**src/rtl/regfile_sb.sv**
```systemverilog
// regfile_sb: multi-port register file (NRD combinational reads, NWR writes) with a busy-bit scoreboard.
// Optional same-cycle write-to-read bypass is enabled by defining REGFILE_BYPASS_EN.
module regfile_sb #(
  parameter  int XLEN  = 32,
  parameter  int NREGS = 32,
  parameter  int NRD   = 2,
  parameter  int NWR   = 2,
  localparam int AW    = $clog2(NREGS)
) (
  input  logic                clk,
  input  logic                rst_n,
  input  logic [NRD*AW-1:0]   ra,
  output logic [NRD*XLEN-1:0] rd,
  output logic [NRD-1:0]      rbusy,
  input  logic [NWR-1:0]      we,
  input  logic [NWR*AW-1:0]   wa,
  input  logic [NWR*XLEN-1:0] wd,
  input  logic                iss_v,
  input  logic [AW-1:0]       iss_rd,
  output logic [NREGS-1:0]    busy_vec
);

  logic [AW-1:0]    ra_a    [NRD];
  logic [XLEN-1:0]  rd_a    [NRD];
  logic             rbusy_a [NRD];
  logic [AW-1:0]    wa_a    [NWR];
  logic [XLEN-1:0]  wd_a    [NWR];

  logic [XLEN-1:0]  regs_q  [NREGS];
  logic [XLEN-1:0]  regs_d  [NREGS];
  logic [NREGS-1:0] busy_q;
  logic [NREGS-1:0] busy_d;

  for (genvar i = 0; i < NRD; i++) begin : g_rd
    assign ra_a[i]              = ra[i*AW +: AW];
    assign rd[i*XLEN +: XLEN]   = rd_a[i];
    assign rbusy[i]             = rbusy_a[i];
  end

  for (genvar j = 0; j < NWR; j++) begin : g_wr
    assign wa_a[j] = wa[j*AW +: AW];
    assign wd_a[j] = wd[j*XLEN +: XLEN];
  end

  // Ascending port order lets the highest-indexed port win; issue is applied last so a new producer wins.
  always_comb begin
    regs_d = regs_q;
    busy_d = busy_q;
    for (int j = 0; j < NWR; j++) begin
      if (we[j] && (wa_a[j] != '0)) begin
        regs_d[wa_a[j]] = wd_a[j];
        busy_d[wa_a[j]] = 1'b0;
      end
    end
    if (iss_v) begin
      busy_d[iss_rd] = 1'b1;
    end
    regs_d[0] = '0;
    busy_d[0] = 1'b0;
  end

  always_ff @(posedge clk or negedge rst_n) begin
    if (!rst_n) begin
      for (int r = 0; r < NREGS; r++) begin
        regs_q[r] <= '0;
      end
      busy_q <= '0;
    end else begin
      regs_q <= regs_d;
      busy_q <= busy_d;
    end
  end

  always_comb begin
    for (int i = 0; i < NRD; i++) begin
      rd_a[i]    = regs_q[ra_a[i]];
      rbusy_a[i] = busy_q[ra_a[i]];
`ifdef REGFILE_BYPASS_EN
      // Bypass is gated by rst_n so outputs stay zero throughout reset.
      for (int j = 0; j < NWR; j++) begin
        if (rst_n && we[j] && (wa_a[j] == ra_a[i])) begin
          rd_a[i]    = wd_a[j];
          rbusy_a[i] = iss_v && (iss_rd == ra_a[i]);
        end
      end
`endif
      if (ra_a[i] == '0) begin
        rd_a[i]    = '0;
        rbusy_a[i] = 1'b0;
      end
    end
  end

  assign busy_vec = busy_q;

endmodule

```
**config.mk**
```make
export PLATFORM = sky130hd
export DESIGN_NAME = regfile_sb
export DESIGN_NICKNAME = d
export VERILOG_FILES = /design/src/rtl/regfile_sb.sv
export SDC_FILE = /design/constraint.sdc
export NUM_CORES = 2
export LEC_CHECK = 0
export BUFFER_PORTS_ARGS = -buffer_cell sky130_fd_sc_hd__buf_2
export CORE_ASPECT_RATIO = 0.7
export CORE_MARGIN = 8
export CORE_UTILIZATION = 50
export CTS_CLUSTER_DIAMETER = 80
export DETAILED_ROUTE_END_ITERATION = 16
export GPL_TIMING_DRIVEN = 0
export PLACE_DENSITY = 0.66
export REMOVE_ABC_BUFFERS = 1
export SLEW_MARGIN = 0
export SYNTH_ARGS = -nofsm -noshare
export SYNTH_HDL_FRONTEND = slang
export SYNTH_SLANG_ARGS = --single-unit
```
**constraint.sdc**
```tcl
create_clock -name clk -period 4 [get_ports clk]
set_clock_uncertainty 0.15 [all_clocks]
set_input_delay 0.2 -clock clk [delete_from_list [all_inputs] [get_ports clk]]
set_output_delay 0.2 -clock clk [all_outputs]
set_load 0.05 [all_outputs]
```
Word-level counts from Yosys, hierarchy flattened
Index checks and enable logic that the tools add are counted.

operators by class
  $lt $le $gt $ge = 14
  multiplexer cells = 31
  bitwise operators = 9
  reduce and logical (&&, ||, !) cells = 11

operators with widths
  kind                number
  $bwmux 1024         2
  $mux 1024           1
  $mux 992            1
  $mux 32             11
  $bmux 32 s5         2
  $demux 32 s5        2
  $and 32x32->32      2
  $not 32->32         2
  $or 32x32->32       1
  $lt 5x6->1 const B  5
  $ge 6x6->1 const B  4
  $not 5->6           4
  $demux 1 s5         3
  $ge 5x1->1 const B  3
  $lt 6x1->1 const B  2
  $bmux 1 s5          2
  $logic_not 5->1     2
  $reduce_bool 5->1   2
  $logic_and 1x1->1   7
  $mux 1              7

storage, ports and cells
  bits in registers = 1023
  bits of input ports = 94
  output and inout port bits = 98

Logic depth before layout (Yosys ltp)
  depth after elaboration = 11
  mapped depth = 8
  gate-level depth less buffers = 4

Worst setup path before layout
No wires, ideal clock.

  path type = flip-flop to output port
  from = register busy_q[3] (netlist: busy_vec[3])
  to = output rbusy[0]
  arrival time = 2731 ps
  data required time = 3650 ps
  path slack = 919 ps
  stages on the path, launching flop included = 5
  cells stage by stage = dfrtp_1 > mux2_2 > a22oi_1 > o2111a_1 > nor4_1

on the way
  cells in the longest elaborated chain, start to end = 3

RTL lines
  item                          RTL line  RTL
  start, declared               31        logic [NREGS-1:0] busy_q;
  start signal, assigned        70        busy_q <= busy_d;
  $bmux 1 s5                    77        rbusy_a[i] = busy_q[ra_a[i]];
  $mux 1 (not written as such)  77
  $mux 1                        87        if (ra_a[i] == '0) begin
  end, declared                 14        output logic [NRD-1:0] rbusy,

No other way between the ends. The select of a mux whose other input is x is not followed.

Final worst setup path
  from = input ra[1]
  to = output rd[1]

on the way
  cells in the longest elaborated chain, start to end = 5
  elaborated cells on any way between the ends = 6
  classes of those cells = mux: 4; bitwise: 1; reduce/logical: 1

RTL lines
  item                                        RTL line  RTL
  start, declared                             12        input logic [NRD*AW-1:0] ra,
  $not 5->6 (not written as such)             76        rd_a[i] = regs_q[ra_a[i]];
  $bmux 32 s5                                 76
  $mux 32 (not written as such) (2 in a row)  76
  $mux 32 *                                   87
  end, declared                               13        output logic [NRD*XLEN-1:0] rd,

Every way passes the cells marked *; elsewhere a longest branch is shown, timed or not. The select of a mux whose other input is x is not followed.

==> metrics.md <==
| Metric | Value |
|---|---|
| First-pass GRT wire length | roughly 360 mm |
| Largest family of logic cells by synthesized area | multiplexers |
| Post-synthesis register bit count | 1023 |
| Clock-pin slew on the worst setup and hold paths | 70 ps |
| Layout cells sized above 1 | 0.146 |
| Power density over cell area | ~500 nW/um^2 |
| Remaining routing DRC violations | 0 |
| TritonCTS clock tree | built |
| Synthesized area per cell | 9.85 um^2 |
| EDFF count, synth | 0 |
| CTS Buf Count | 106 |
| Nets | between 6000 and 7000 |
| Post-Synthesis Cells | between 6000 and 7000 |
| Fin. Hold Viols | 0 |
| CP max FO | 67 |
| R2r startpoint | regs_q[937]$_DFF_PN0_ |
| Combinational Power Share | 0.272 |
| Maximum clock rate | approximately 0.24 GHz |
| Worst VDD drop | 0.000344 V |
| Switching part of the total | 0.334 |
| Minimum clock period | roughly 4200 ps |
| Sink Count | 1023 |
| Final wirelength | ~250 mm |
| Area contributors post-synth | dfrtp_1, mux2i_1, mux4_2 |
| Yosys Warn Count | 0 |
| Net switching power | between 10 and 15 mW |
| GP Congestion | 0.803 |
| Die height | 317 um |
| Mapped cell area | 64600 um^2 |
| Final-report max-slew violation count | 0 |
| Final period util | 1.04 |
| Slowest CP cell | nor3_1 |
| Post-Synth XOR/XNOR Area | 0 |
| Crit start category | input pin |
| Synth cell types | 58 |
| H-tree depth | 3 |
| Num rows | 110 |
| Hold WC Path Type | in -> reg |
| Die W | 446 um |
| CP delay by family, top | buffers and inverters |
| DRT Pass-1 Iters | 9 |
| Core ar. | 128000 um^2 |
| Met1 usage | 0.434 |
| Area Overhead vs Synth | 12.2% |
| Final setup viols | 3 |
| Grt ovf | 0 |
| Via-per-instance ratio | 6.68 |
| HP Start | wa[9] |
| Global-route track usage on met2 | 0.514 |
| Worst Setup SP | ra[1] |
| Total die area | 141000 um^2 |
| Pint | 23.6 mW |
| Worst-Margin Slew | 1470 ps |
| Met3 Track Usage GR | 0.113 |
| Leak | 33.1 nW |
| Total power | 35.5 mW |
| Worst path max stage delay | 770 ps |
| Detailed Place HPWL | 148 mm |
| MaxCap Viol Count | 0 |
| Compound-cell area share of the yosys netlist | 0.138 |
| Number of antenna violations at the first check in global routing | 7 |
| Critical path class | in -> out |
| Worst slew margin | 0.0208 |
| Run status | complete, but fails checks |
| Setup crit end kind | output pin |
| Top cell type's share of synthesized area | 0.396 |
| Drt initial violations | roughly 8000 |
| Dpl ws | -849 ps |
| Number of global-route vias before repair | around 54000 |
| Most common library cells after synthesis | mux2i_1, dfrtp_1, nand2_1 |
| Asr flop ratio synth | 1.00 |
| Top FF cell, synth | dfrtp_1 |
| Count leader, synth | mux2i_1 |
| Most Used Layer, Global Route | met2 |
| Synth Area in Adders | 0 |
| CP cell instances | buf_6, buf_16, nand2b_4, buf_16, o22ai_1, nor3_1, nor3_1, buf_2 |
| Buffers added on ports | 190 |
| Largest net degree at the start of global routing | 158 |
| Clock network power share | 0.296 |
| Root Buffer | clkbuf_16 |
| Sequential share of power | 0.432 |
| Sequential share of the synthesized area | 0.396 |
| Area leader, netlist | dfrtp_1 |
| Antenna-violating nets left | 0 |
| CP Buf/Inv Count | 4 |
| Routed length per placed instance | 30.6 um |
| Worst skew pair latency | 720 ps |
| Mux cell area share after synthesis | 0.316 |
| Worst-case clock buffer depth | 3 |
| Global Route Usage Sum | 0.340 |
| Final setup margin | -157 ps |
| Worst path required time | 3650 ps |
| Initial Utilization | 0.503 |
| Violated checks | negative setup slack |
| Top-level I/O count | 192 |
| Critical Path AT | 3810 ps |
| Routed vias | approximately 55000 |
| Post-synthesis simple-gate area fraction | 0.0909 |
==> per-layer routing <==
layer / up-vias / wire, um
met5: - / 228
met4: 24 / 16100
met3: 1067 / 30100
met2: 3622 / 109000
li1: 23500 / -
met1: 26700 / 95800
==> worst reg2reg max path, cell delays in order, from the launching register on <==
cell and delay, ps:
dfrtp_1 400, mux2i_1 190, o21ai_1 80, dlygate4sd3_1 570
==> state kept, by name, summed over array words and instances (netlist names) <==
| signal | count |
|---|---|
| regs_q | 992 |
| busy_vec | 31 |
==> cells by family after synthesis <==
group / count (synthesis)
DFF: 1023
muxes: 1852
other: 1
AOI/OAI and AO/OA: 1548
buffers and inverters: 777
and+or+nand+nor: 1365
==> stage by stage <==
stage | instance area, um^2 | cells | setup TNS (ps) | hold WS [ps] | util
5_1_grt | 72600 | 8204 | -0.597 | 54.8 | 0.565
3_3_place_gp | 64000 | 7727 | - | 398 | 0.498
2_1_floorplan | 60900 | 5801 | -39800 | -246 | -
6_report | 72600 | 8207 | -237 | 43.9 | 0.565
4_1_cts | 72500 | 8197 | 0 | 7.43 | 0.564
3_5_place_dp | 67600 | 7876 | -15980 | -31.3 | 0.526
==> final cells by class <==
class	count	area [um^2]
fill	10800	55900
antenna	5	12.5
multi-input combinational	4767	35700
sequential	1023	25600
clock buffer	160	3170
timing repair buffer	469	5480
clock inverter	35	413
tap	1736	2170
inverter	12	45.0
==> timing repair <==
item,4_1_cts,5_1_grt
setup buffers,4,4
hold buffers,121,0
cloned,1,1
pin swaps,1,1
endpoints found under the hold margin,1348,0
setup endpoints to repair,34,11
gates resized for setup,4,0
==> power groups by stage <==
| stage | sequential (mW) | clock (mW) | combinational (mW) |
|---|---|---|---|
| 2_1_floorplan | 15.0 | 0 | 6.33 |
| 3_3_place_gp | 15.2 | 0 | 9.10 |
| 3_5_place_dp | 15.3 | 0 | 9.22 |
| 4_1_cts | 15.2 | 10.5 | 9.45 |
| 5_1_grt | 15.6 | 11.0 | 10.4 |
| 6_report | 15.3 | 10.5 | 9.64 |
==> final timing paths <==
path	to	slack, ps	cells after the start
max	rd[1]	-160	8
min	regs_q[934]$_DFF_PN0_	40	4
max reg2reg	regs_q[937]$_DFF_PN0_	2500	3
min reg2reg	busy_vec[26]$_DFF_PN0_	430	2
max in group asynchronous	regs_q[67]$_DFF_PN0_	1130	6
min in group asynchronous	regs_q[365]$_DFF_PN0_	500	4
==> cell usage in the layout, fill, tap and decap left out, types with 183 or more instances in the layout <==
cell / n
mux2i_1: 1525
mux2_2: 195
nor3_1: 196
nor2_1: 519
o22ai_1: 329
o21ai_0: 405
buf_2: 183
a21oi_1: 513
nand2_1: 515
dfrtp_1: 1023
Note: power is estimated with default switching activity, not from simulation.
